<file path="config.mk">
export PLATFORM = sky130hd
export DESIGN_NAME = fetch_unit_flat
export DESIGN_NICKNAME = d
export VERILOG_FILES = /design/src/rtl/fetch_pkg.sv /design/src/rtl/fetch_unit_if.sv /design/src/rtl/jump_lut.sv /design/src/rtl/fetch_unit.sv /design/src/flat_wrapper.sv
export SDC_FILE = /design/constraint.sdc
export NUM_CORES = 1
export LEC_CHECK = 0
export CAP_MARGIN = 20
export CORE_AREA = 3 3 135 137
export CTS_BUF_LIST = sky130_fd_sc_hd__clkbuf_8
export CTS_CLUSTER_SIZE = 10
export DETAILED_ROUTE_END_ITERATION = 10
export DIE_AREA = 0 0 138 140
export GPL_TIMING_DRIVEN = 0
export PLACE_DENSITY = 0.7
export REMOVE_ABC_BUFFERS = 1
export SLEW_MARGIN = 20
export SYNTH_ARGS = -nofsm -noshare
export SYNTH_HDL_FRONTEND = slang
export SYNTH_HIERARCHICAL = 1
export SYNTH_SLANG_ARGS = --single-unit
</file>
<file path="constraint.sdc">
create_clock -name clk -period 1.9 [get_ports clk]
set_clock_uncertainty 0.1 [all_clocks]
set_input_delay 0.285 -clock clk [delete_from_list [all_inputs] [get_ports clk]]
set_output_delay 0.285 -clock clk [all_outputs]
set_load 0.05 [all_outputs]
</file>
<file path="src/rtl/fetch_pkg.sv">
// Shared types and default widths for the fetch sequencer and its neighbours.
package fetch_pkg;

   typedef enum logic [1:0] {FS_IDLE, FS_RUN, FS_DONE} fetch_state_t;

   localparam int PC_W_DEF   = 10;
   localparam int LUT_AW_DEF = 4;

endpackage

</file>
<file path="src/rtl/fetch_unit_if.sv">
// Handshake/bus bundle between control/decoder (master) and fetch_unit (slave).
// cycle_cnt and CNT_W exist only when FETCH_CYCLE_CNT_EN is defined.
interface fetch_unit_if import fetch_pkg::*; #(
   parameter int PC_W   = PC_W_DEF,
   parameter int LUT_AW = LUT_AW_DEF
`ifdef FETCH_CYCLE_CNT_EN
   ,parameter int CNT_W = 16
`endif
);

   logic              start;
   logic              stall;
   logic              halt;
   logic              jmp_en;
   logic              jmp_abs;
   logic [LUT_AW-1:0] lut_ptr;
   logic [PC_W-1:0]   rel_off;
   logic              lut_wr_en;
   logic [LUT_AW-1:0] lut_wr_addr;
   logic [PC_W-1:0]   lut_wr_data;
   logic [PC_W-1:0]   prog_ctr;
   logic              fetch_valid;
   logic              busy;
   logic              done;
`ifdef FETCH_CYCLE_CNT_EN
   logic [CNT_W-1:0]  cycle_cnt;
`endif

   modport master (
      output start, stall, halt, jmp_en, jmp_abs, lut_ptr, rel_off,
             lut_wr_en, lut_wr_addr, lut_wr_data,
      input  prog_ctr, fetch_valid, busy, done
`ifdef FETCH_CYCLE_CNT_EN
      ,input cycle_cnt
`endif
   );

   modport slave (
      input  start, stall, halt, jmp_en, jmp_abs, lut_ptr, rel_off,
             lut_wr_en, lut_wr_addr, lut_wr_data,
      output prog_ctr, fetch_valid, busy, done
`ifdef FETCH_CYCLE_CNT_EN
      ,output cycle_cnt
`endif
   );

endinterface

</file>
<file path="src/rtl/jump_lut.sv">
// Jump-target table: 2**LUT_AW x PC_W registers, one sync write port, one comb read port.
// Reads see the pre-write contents, so a same-cycle write/read returns the old entry.
module jump_lut import fetch_pkg::*; #(
   parameter int LUT_AW = LUT_AW_DEF,
   parameter int PC_W   = PC_W_DEF
) (
   input  logic              clk,
   input  logic              reset,
   input  logic              wr_en,
   input  logic [LUT_AW-1:0] wr_addr,
   input  logic [PC_W-1:0]   wr_data,
   input  logic [LUT_AW-1:0] rd_addr,
   output logic [PC_W-1:0]   rd_data
);

   localparam int DEPTH = 1 << LUT_AW;

   logic [PC_W-1:0] mem_q [DEPTH];
   logic [PC_W-1:0] mem_d [DEPTH];

   always_comb begin
      mem_d = mem_q;
      if (wr_en) mem_d[wr_addr] = wr_data;
   end

   always_ff @(posedge clk or negedge reset) begin
      if (!reset) begin
         for (int i = 0; i < DEPTH; i++) mem_q[i] <= '0;
      end else begin
         mem_q <= mem_d;
      end
   end

   assign rd_data = mem_q[rd_addr];

endmodule

</file>
<file path="src/rtl/fetch_unit.sv">
// Program-counter / fetch sequencer: IDLE/RUN/DONE FSM, PC update and jump LUT.
// Define FETCH_CYCLE_CNT_EN to add the saturating RUN-cycle counter (cycle_cnt).
module fetch_unit import fetch_pkg::*; #(
   parameter int PC_W       = PC_W_DEF,
   parameter int LUT_AW     = LUT_AW_DEF,
   parameter int START_ADDR = 0
`ifdef FETCH_CYCLE_CNT_EN
   ,parameter int CNT_W     = 16
`endif
) (
   input  logic         clk,
   input  logic         reset,
   fetch_unit_if.slave  bus
);

   fetch_state_t    state_q, state_d;
   logic [PC_W-1:0] pc_q, pc_d;
   logic [PC_W-1:0] lut_target;
   logic            busy;
   logic            run_entry;

   jump_lut #(
      .LUT_AW (LUT_AW),
      .PC_W   (PC_W)
   ) u_jump_lut (
      .clk     (clk),
      .reset   (reset),
      .wr_en   (bus.lut_wr_en),
      .wr_addr (bus.lut_wr_addr),
      .wr_data (bus.lut_wr_data),
      .rd_addr (bus.lut_ptr),
      .rd_data (lut_target)
   );

   assign busy      = (state_q == FS_RUN);
   assign run_entry = (state_q != FS_RUN) && bus.start;

   // Priority inside RUN: stall > halt > jump > increment
   always_comb begin
      state_d = state_q;
      pc_d    = pc_q;
      unique case (state_q)
         FS_IDLE, FS_DONE: begin
            if (bus.start) begin
               state_d = FS_RUN;
               pc_d    = PC_W'(START_ADDR);
            end
         end
         FS_RUN: begin
            if (!bus.stall) begin
               if (bus.halt) begin
                  state_d = FS_DONE;
               end else if (bus.jmp_en) begin
                  pc_d = bus.jmp_abs ? lut_target : pc_q + bus.rel_off;
               end else begin
                  pc_d = pc_q + PC_W'(1);
               end
            end
         end
         default: begin
            state_d = FS_IDLE;
         end
      endcase
   end

   always_ff @(posedge clk or negedge reset) begin
      if (!reset) begin
         state_q <= FS_IDLE;
         pc_q    <= PC_W'(START_ADDR);
      end else begin
         state_q <= state_d;
         pc_q    <= pc_d;
      end
   end

   assign bus.prog_ctr    = pc_q;
   assign bus.busy        = busy;
   assign bus.done        = (state_q == FS_DONE);
   assign bus.fetch_valid = busy & ~bus.stall;

`ifdef FETCH_CYCLE_CNT_EN
   logic [CNT_W-1:0] cycle_cnt_q, cycle_cnt_d;

   // Counts every RUN edge, stalled or not; holds in IDLE/DONE
   always_comb begin
      cycle_cnt_d = cycle_cnt_q;
      if (run_entry) begin
         cycle_cnt_d = '0;
      end else if (busy && (cycle_cnt_q != '1)) begin
         cycle_cnt_d = cycle_cnt_q + CNT_W'(1);
      end
   end

   always_ff @(posedge clk or negedge reset) begin
      if (!reset) cycle_cnt_q <= '0;
      else        cycle_cnt_q <= cycle_cnt_d;
   end

   assign bus.cycle_cnt = cycle_cnt_q;
`else
   logic unused_run_entry;
   assign unused_run_entry = run_entry;
`endif

endmodule

</file>
<file path="src/flat_wrapper.sv">
// flat-port wrapper written by rule: the top's interface ports become plain ports
module fetch_unit_flat import fetch_pkg::*;
#(
   parameter int PC_W       = PC_W_DEF,
   parameter int LUT_AW     = LUT_AW_DEF,
   parameter int START_ADDR = 0

)
  (clk, reset, bus_start, bus_stall, bus_halt, bus_jmp_en, bus_jmp_abs, bus_lut_ptr, bus_rel_off, bus_lut_wr_en, bus_lut_wr_addr, bus_lut_wr_data, bus_prog_ctr, bus_fetch_valid, bus_busy, bus_done);
  fetch_unit_if #(.PC_W(PC_W), .LUT_AW(LUT_AW)) bus_i ();
  input  logic clk;
  input  logic reset;
  input wire logic [$bits(bus_i.start)-1:0] bus_start;
  input wire logic [$bits(bus_i.stall)-1:0] bus_stall;
  input wire logic [$bits(bus_i.halt)-1:0] bus_halt;
  input wire logic [$bits(bus_i.jmp_en)-1:0] bus_jmp_en;
  input wire logic [$bits(bus_i.jmp_abs)-1:0] bus_jmp_abs;
  input wire logic [$bits(bus_i.lut_ptr)-1:0] bus_lut_ptr;
  input wire logic [$bits(bus_i.rel_off)-1:0] bus_rel_off;
  input wire logic [$bits(bus_i.lut_wr_en)-1:0] bus_lut_wr_en;
  input wire logic [$bits(bus_i.lut_wr_addr)-1:0] bus_lut_wr_addr;
  input wire logic [$bits(bus_i.lut_wr_data)-1:0] bus_lut_wr_data;
  output wire logic [$bits(bus_i.prog_ctr)-1:0] bus_prog_ctr;
  output wire logic [$bits(bus_i.fetch_valid)-1:0] bus_fetch_valid;
  output wire logic [$bits(bus_i.busy)-1:0] bus_busy;
  output wire logic [$bits(bus_i.done)-1:0] bus_done;
  assign bus_i.start = bus_start;
  assign bus_i.stall = bus_stall;
  assign bus_i.halt = bus_halt;
  assign bus_i.jmp_en = bus_jmp_en;
  assign bus_i.jmp_abs = bus_jmp_abs;
  assign bus_i.lut_ptr = bus_lut_ptr;
  assign bus_i.rel_off = bus_rel_off;
  assign bus_i.lut_wr_en = bus_lut_wr_en;
  assign bus_i.lut_wr_addr = bus_lut_wr_addr;
  assign bus_i.lut_wr_data = bus_lut_wr_data;
  assign bus_prog_ctr = bus_i.prog_ctr;
  assign bus_fetch_valid = bus_i.fetch_valid;
  assign bus_busy = bus_i.busy;
  assign bus_done = bus_i.done;
  fetch_unit #(.PC_W(PC_W), .LUT_AW(LUT_AW), .START_ADDR(START_ADDR)) u_core (.clk(clk), .reset(reset), .bus(bus_i));
endmodule
</file>
==> out/results.txt, run 1 <==
Max-slew headroom: 0.484
Die area: 19,300 um2
Total GRT Usage: 0.203
Crit. End Element: flop
Site Rows: 48
Fmax: 0.464 GHz
WL final: 19,400 um
Tightest Hold Check Type: primary input to async pin
Critical path data required time: 2190 ps
Failing checks: setup timing
CTS Sinks: 172
Vias per Instance: 6.00
Layout area overhead: 17.2%
Peak supply drop: 0.000643 V
Synth warnings: 6
Minimum clock period: 2150 ps
Final Cycle Share: 1.13
Asr flop ratio synth: 1.00
Number of buffers created by CTS: 17
Yosys reg bits: 172
Tot Pwr: 10.4 mW
Clock Pin Slew Worst Setup and Hold Paths: 90 ps
Worst-Skew Late Latency: 440 ps
CTS Root Cell: clkbuf_8
Synth unique cells: 53
Ys flop type: dfrtp_1
Vias in the first global route: 5,615
# IOs: 49
Core Box Area: 17,200 um2
Cells on worst reg2reg path: 9
Initial antenna violation count: 0
Via Count: 5,355
First drt pass iteration count: 5
DRC violations left: 0
ANT nets after route: 0
Data arrival, critical path: 2440 ps
CP Launch Type: flop
Final Hold Fails: 0
Die Y-Extent: 140 um
Largest net degree at the start of global routing: 113
Max cap viols: 0
Final nets: 701
PwrDens: 1040 nW/um2
Die W: 138 um
Pins over their slew limit: 0
Max Root-Sink Buffers: 2
Setup ws final: -254 ps
Cells after synthesis: 605
Number of synthesized flops with an enable pin: 0
CTS H-tree depth: 4
Worst-margin pin slew: 773 ps
Status: finished with violations
ANT cells: 0
Initial Utilization: 0.493
WS Path Type: flop to flop
Share of layout cells above drive strength 1: 0.471
Remaining global-route overflow: 0
DR iter-0 viols: 341
Leakage: 4.16 nW
Mean Syn Cell Area: 14.0 um2
CP max FO: 3
GP Congestion: 0.801
IO Port Bufs: 48
CTS tree: done
DR WL/cell: 21.8 um
Hold slack final: 269 ps
First-pass GRT wire length: 30,800 um
RSZ-0062 raised after global routing: yes
Synth Cell Area: 8470 um2
Post-synthesis sequential area ratio: 0.508
Detailed placement HPWL: 12,600 um
Final setup fails: 6
==> registers in the layout, indices dropped and copies added (netlist names) <==
signal                   count
u_core/bus.prog_ctr         10
u_core/state_q               2
u_core/u_jump_lut/mem_q    160
==> layer usage <==
layer,vias up,global-route usage,part of all wire
li1,2359,-,-
met1,2841,0.275,0.44
met2,138,0.342,0.51
met3,17,0.0393,0.044
met4,0,0.0515,0.012
met5,-,0,0
==> cell usage after synthesis, types with 3 or more instances <==
library cell	number	area, um2
nand2b_1	4	25.0
buf_2	3	15.0
or3_1	4	25.0
ha_1	10	125
o21a_1	5	37.5
buf_1	4	15.0
mux4_2	40	901
mux2_2	159	1790
o21ai_0	6	30.0
clkbuf_1	18	67.6
nor2_1	13	48.8
nor3_1	6	30.0
xor2_1	4	35.0
nand3_1	7	35.0
nor2b_1	6	37.5
o21ai_1	8	40.0
nand2_1	28	105
inv_1	8	30.0
nand3b_1	3	22.5
nor2_2	9	56.3
buf_4	6	45.0
a22oi_1	20	150
dfrtp_1	172	4300
a22o_1	3	26.3
a21o_1	7	52.6
nand4_1	4	25.0
buf_6	3	33.8
a21oi_1	11	55.1
xnor2_1	5	43.8
==> path summary, 6_finish.rpt <==
kind                                             start                           end  slack [ps]
max                             u_core/bus.prog_ctr[0]        u_core/bus.prog_ctr[6]        -250
min                                              reset  u_core/u_jump_lut/mem_q[115]         270
max reg2reg                     u_core/bus.prog_ctr[0]        u_core/bus.prog_ctr[6]        -250
min reg2reg                u_core/u_jump_lut/mem_q[30]   u_core/u_jump_lut/mem_q[30]         390
max in group asynchronous                        reset   u_core/u_jump_lut/mem_q[20]         520
min in group clk                             bus_start             u_core/state_q[1]         380
==> cells by family after synthesis <==
group | count (synthesis) | share of synthesized area
adder cells (fa/ha/maj) | 11 | 0.0171
AO/OA/AOI/OAI | 74 | 0.0610
flip-flops | 172 | 0.508
XOR/XNOR | 9 | 0.00930
buffers and inverters | 42 | 0.0244
AND/OR/NAND/NOR | 95 | 0.0586
multiplexers | 202 | 0.322
==> area by class of cell <==
| class | count | area [um2] |
|---|---|---|
| clock buffer | 17 | 234 |
| clock inverter | 15 | 180 |
| fill | 1396 | 7250 |
| inverter | 8 | 30.0 |
| multi-input combinational | 391 | 4260 |
| sequential | 172 | 4310 |
| tap | 225 | 282 |
| timing repair buffer | 64 | 641 |
==> cell usage in the layout, fill, tap and decap left out, types with 3 or more instances in the layout <==
cell type,n
inv_1,8
nand2_1,28
dfrtp_1,168
ha_1,3
clkinv_2,8
a22o_1,3
nand3b_1,3
a22oi_2,7
dlygate4sd2_1,5
o21a_1,4
mux2_2,158
buf_12,3
o21ai_0,6
nor3_2,3
nor2b_4,3
xor2_1,4
ha_4,7
nand3_1,7
a21o_1,7
bufinv_16,4
buf_4,12
nor3_1,4
clkbuf_8,17
nand4_1,4
xnor2_1,5
dfrtp_2,4
clkbuf_2,6
a21oi_2,4
nor2b_1,3
o311ai_2,3
nor2_1,12
a22oi_1,13
o21ai_1,8
clkdlybuf4s50_1,31
nand2b_1,3
a21oi_1,7
or3_4,3
nor2_4,10
mux4_2,40
==> power breakdown <==
| part | internal (mW) | switching, mW | total (mW) | leakage, nW |
|---|---|---|---|---|
| sequential | 4.51 | 0.472 | 4.98 | 2.12 |
| combinational | 1.50 | 1.24 | 2.74 | 1.82 |
| clock | 1.41 | 1.24 | 2.65 | 0.220 |
| total | 7.41 | 2.96 | 10.4 | 4.16 |
==> through the flow <==
stage	setup TNS [ps]	instance area (um2)	worst slack, ps	cells	utilization
floorplan	-2690	8300	-546	571	-
global placement	-1105810	9060	-5880	844	0.527
detailed placement	-84640	9120	-932	847	0.531
CTS	-831	9820	-214	889	0.572
global route	-1750	9930	-317	892	0.578
finish	-829	9930	-254	892	0.578
==> timing repair <==
item                                    CTS  global route
resized for setup                        73            29
hold buffers                              1             0
endpoints found under the setup margin   81            99
pin swaps                                12            11
setup buffers                             9             3
hold endpoints to repair                 60             0
==> worst max-delay path, cell delays in order (launching register included) <==
cell and delay (ps):
dfrtp_2 440, ha_4 170, inv_2 50, fa_2 220
nor2b_4 50, o31a_1 260, o21a_1 200, o21a_1 190
o311ai_2 260, a22o_1 180
No activity file was read; power rests on OpenSTA's default activity.
==> run 2, diff against run 1 <==
--- a/config.mk
+++ b/config.mk
@@ -5,7 +5,7 @@
 export SDC_FILE = /design/constraint.sdc
 export NUM_CORES = 1
 export LEC_CHECK = 0
-export CAP_MARGIN = 20
+export CAP_MARGIN = 30
 export CORE_AREA = 3 3 135 137
 export CTS_BUF_LIST = sky130_fd_sc_hd__clkbuf_8
 export CTS_CLUSTER_SIZE = 10
==> run 2 against run 1 <==
The flow still finishes with violations (setup timing); power fell by 1.4%; combinational power barely moved; critical path depth did not move; clock power decreased by 5%; final cell count decreased by 0.22%; highest routed layer unchanged.
==> out/results.txt, run 2 (synthesized netlist as in run 1, its figures left out) <==
RSZ-0062 raised after global routing: yes
Final Cycle Share: 1.12 (-0.0121)
Crit path largest cell delay: 440 ps (about the same)
IO Port Bufs: 48 (unchanged)
Fill cell count: 1,380 (-1.1%)
WS Path Type: flop to flop
DRC violations left: 0 (unchanged)
Status: finished with violations
ANT nets after route: 0 (unchanged)
Layout area overhead: 16.7%
Max Root-Sink Buffers: 2 (unchanged)
Seq pwr share: 0.488 (+0.008)
Final Hold Fails: 0 (unchanged)
Via Count: 5,332 (-0.43%)
First-pass GRT wire length: 30,800 um (+0.16%)
Combinational share of power: 0.267 (+0.003)
Die area: 19,300 um2 (unchanged)
Crit. End Element: flop
CP Launch Type: flop
CTS Sinks: 172 (unchanged)
Final setup fails: 9 (+3)
P_sw: 2.95 mW (-0.30%)
Worst-Skew Late Latency: 440 ps (about the same)
Max FFs per register: 160 (unchanged)
Die W: 138 um (unchanged)
Core Util, Final: 0.575 (-0.00277)
# IOs: 49 (unchanged)
DR WL/cell: 21.9 um (+0.62%)
Clock Pin Slew Worst Setup and Hold Paths: 90 ps (about the same)
Final cell count without fillers: 890 (-0.22%)
Largest Register: u_core/u_jump_lut/mem_q
Total GRT Usage: 0.204 (+0.000827)
Max cap viols: 0 (unchanged)
CTS Root Cell: clkbuf_8
CP max FO: 3 (unchanged)
Critical path data required time: 2190 ps (about the same)
CTS H-tree depth: 4 (unchanged)
First drt pass iteration count: 6 (+1)
Leakage: 4.13 nW (-0.62%)
Number of buffers created by CTS: 17 (unchanged)
WL final: 19,500 um (+0.40%)
Tot Pwr: 10.2 mW (-1.4%)
Worst-margin pin slew: 818 ps (+44.7 ps)
Largest net degree at the start of global routing: 113 (unchanged)
Failing checks: setup timing
Share of layout cells above drive strength 1: 0.462 (-0.00911)
Max-slew headroom: 0.455 (-0.0298)
Remaining global-route overflow: 0 (unchanged)
Fmax: 0.469 GHz (+1.1%)
Sw Ratio: 0.288 (+0.00316)
Cells after DPL: 848 (+0.12%)
Commonest non-fill, non-tap cell in the layout: dfrtp_1
DR iter-0 viols: 260 (-24%)
GP Congestion: 0.801 (unchanged)
Peak supply drop: 0.000600 V (-6.7%)
Core Box Area: 17,200 um2 (unchanged)
Critical-path cell list: ha_4 -> inv_2 -> fa_2 -> nor2b_4 -> o31a_1 -> o21a_1 -> o21a_1 -> o311ai_2 -> a22o_1
Tightest Hold Check Type: primary input to async pin
Power Internal: 7.27 mW (-1.8%)
Clk pwr share: 0.245 (-0.010)
Detailed placement HPWL: 12,600 um (+0.48%)
Initial Utilization: 0.493 (unchanged)
ANT cells: 0 (unchanged)
CP max stage cell: dfrtp_2
Vias in the first global route: 5,654 (+0.69%)
Site Rows: 48 (unchanged)
CTS tree: done
Initial antenna violation count: 0 (unchanged)
Die Y-Extent: 140 um (unchanged)
Pins over their slew limit: 0 (unchanged)
Most frequent cells in the layout: dfrtp_1 (168), mux2_2 (158), mux4_2 (40), clkdlybuf4s50_1 (31), nand2_1 (28)
Vias per Instance: 5.99 (-0.21%)
Setup ws final: -231 ps (+23.0 ps)
Data arrival, critical path: 2420 ps (-20 ps)
Final nets: 700 (-0.14%)
Crit-path most repeated cell: o21a_1
PwrDens: 1030 nW/um2 (-0.92%)
Minimum clock period: 2130 ps (-23.0 ps)
Hold slack final: 255 ps (-14.8 ps)
[run 2: changes by cell type in the layout (fill, tap and decap cells not counted), sizes merged]
| cell | delta |
|---|---|
| clkinv | -5 |
| clkdlybuf4s15 | +4 |
| bufinv | -2 |
| inv | +2 |
| buf | -1 |
| clkbuf | +1 |
| clkdlybuf4s18 | -1 |
[run 2: worst paths after layout]
kind / depth (start not counted) / endpoint / startpoint / slack (ps)
setup / recovery: 9 / u_core/bus.prog_ctr[6] / u_core/bus.prog_ctr[0] / -230
hold / removal: 2 / u_core/u_jump_lut/mem_q[85] / reset / 250
setup reg to reg: 9 / u_core/bus.prog_ctr[6] / u_core/bus.prog_ctr[0] / -230
min in group clk: 3 / u_core/state_q[0] / bus_stall / 390
max in group asynchronous: 3 / u_core/u_jump_lut/mem_q[40] / reset / 520
hold reg to reg: 1 / u_core/u_jump_lut/mem_q[30] / u_core/u_jump_lut/mem_q[30] / 390
[run 2: metal layers]
metal,global-route usage,vias to the layer above,wire length (um)
met5,0,-,0
met4,0.0499,0,166
met3,0.0444,16,846
met2,0.345,134,9890
met1,0.272,2824,8600
li1,-,2358,-
[run 2: final cells by class]
type	instances	area, um2	share of cell area
inverters	8	30.0	0.00304
clock buffers	21	289	0.0292
clock inverters	10	98.8	0.0100
multi-input cells	391	4240	0.429
repair buffers	63	638	0.0646
well taps	225	282	0.0285
flip-flops and latches	172	4310	0.436
[run 2: timing repair]
| action | 4_1_cts | 5_1_grt |
|---|---|---|
| gates resized for setup | 72 | 25 |
| buffers inserted | 7 | 3 |
| pin swaps | 12 | 13 |
| hold buffers | 1 | 0 |
| setup endpoints to repair | 94 | 93 |
| hold endpoints to repair | 60 | 0 |
| gates cloned | 0 | 0 |
[run 2: metrics by stage]
| step | instance area, um2 | TNS (ps) | worst slack [ps] |
|---|---|---|---|
| global placement | 9060 | -1105810 | -5880 |
| floorplan | 8300 | -2690 | -546 |
| CTS | 9780 | -1070 | -179 |
| detailed placement | 9130 | -85200 | -935 |
| global route | 9880 | -1540 | -307 |
| finish | 9880 | -880 | -231 |
[run 2: power groups by stage]
| stage | logic, mW | registers (mW) | clock network, mW |
|---|---|---|---|
| floorplan | 1.68 | 5.04 | 0 |
| global placement | 2.42 | 4.96 | 0 |
| detailed placement | 2.54 | 5.05 | 0 |
| CTS | 2.68 | 4.97 | 2.57 |
| global route | 2.94 | 5.09 | 2.73 |
| finish | 2.73 | 4.98 | 2.51 |
[run 2: critical path, delay by kind of cell (launching register included)]
kind | cells | cell delay (ps)
compound gates | 5 | 1060
fa+ha+maj | 2 | 390
buf+inv | 1 | 50
flops | 1 | 440
simple gates | 1 | 40
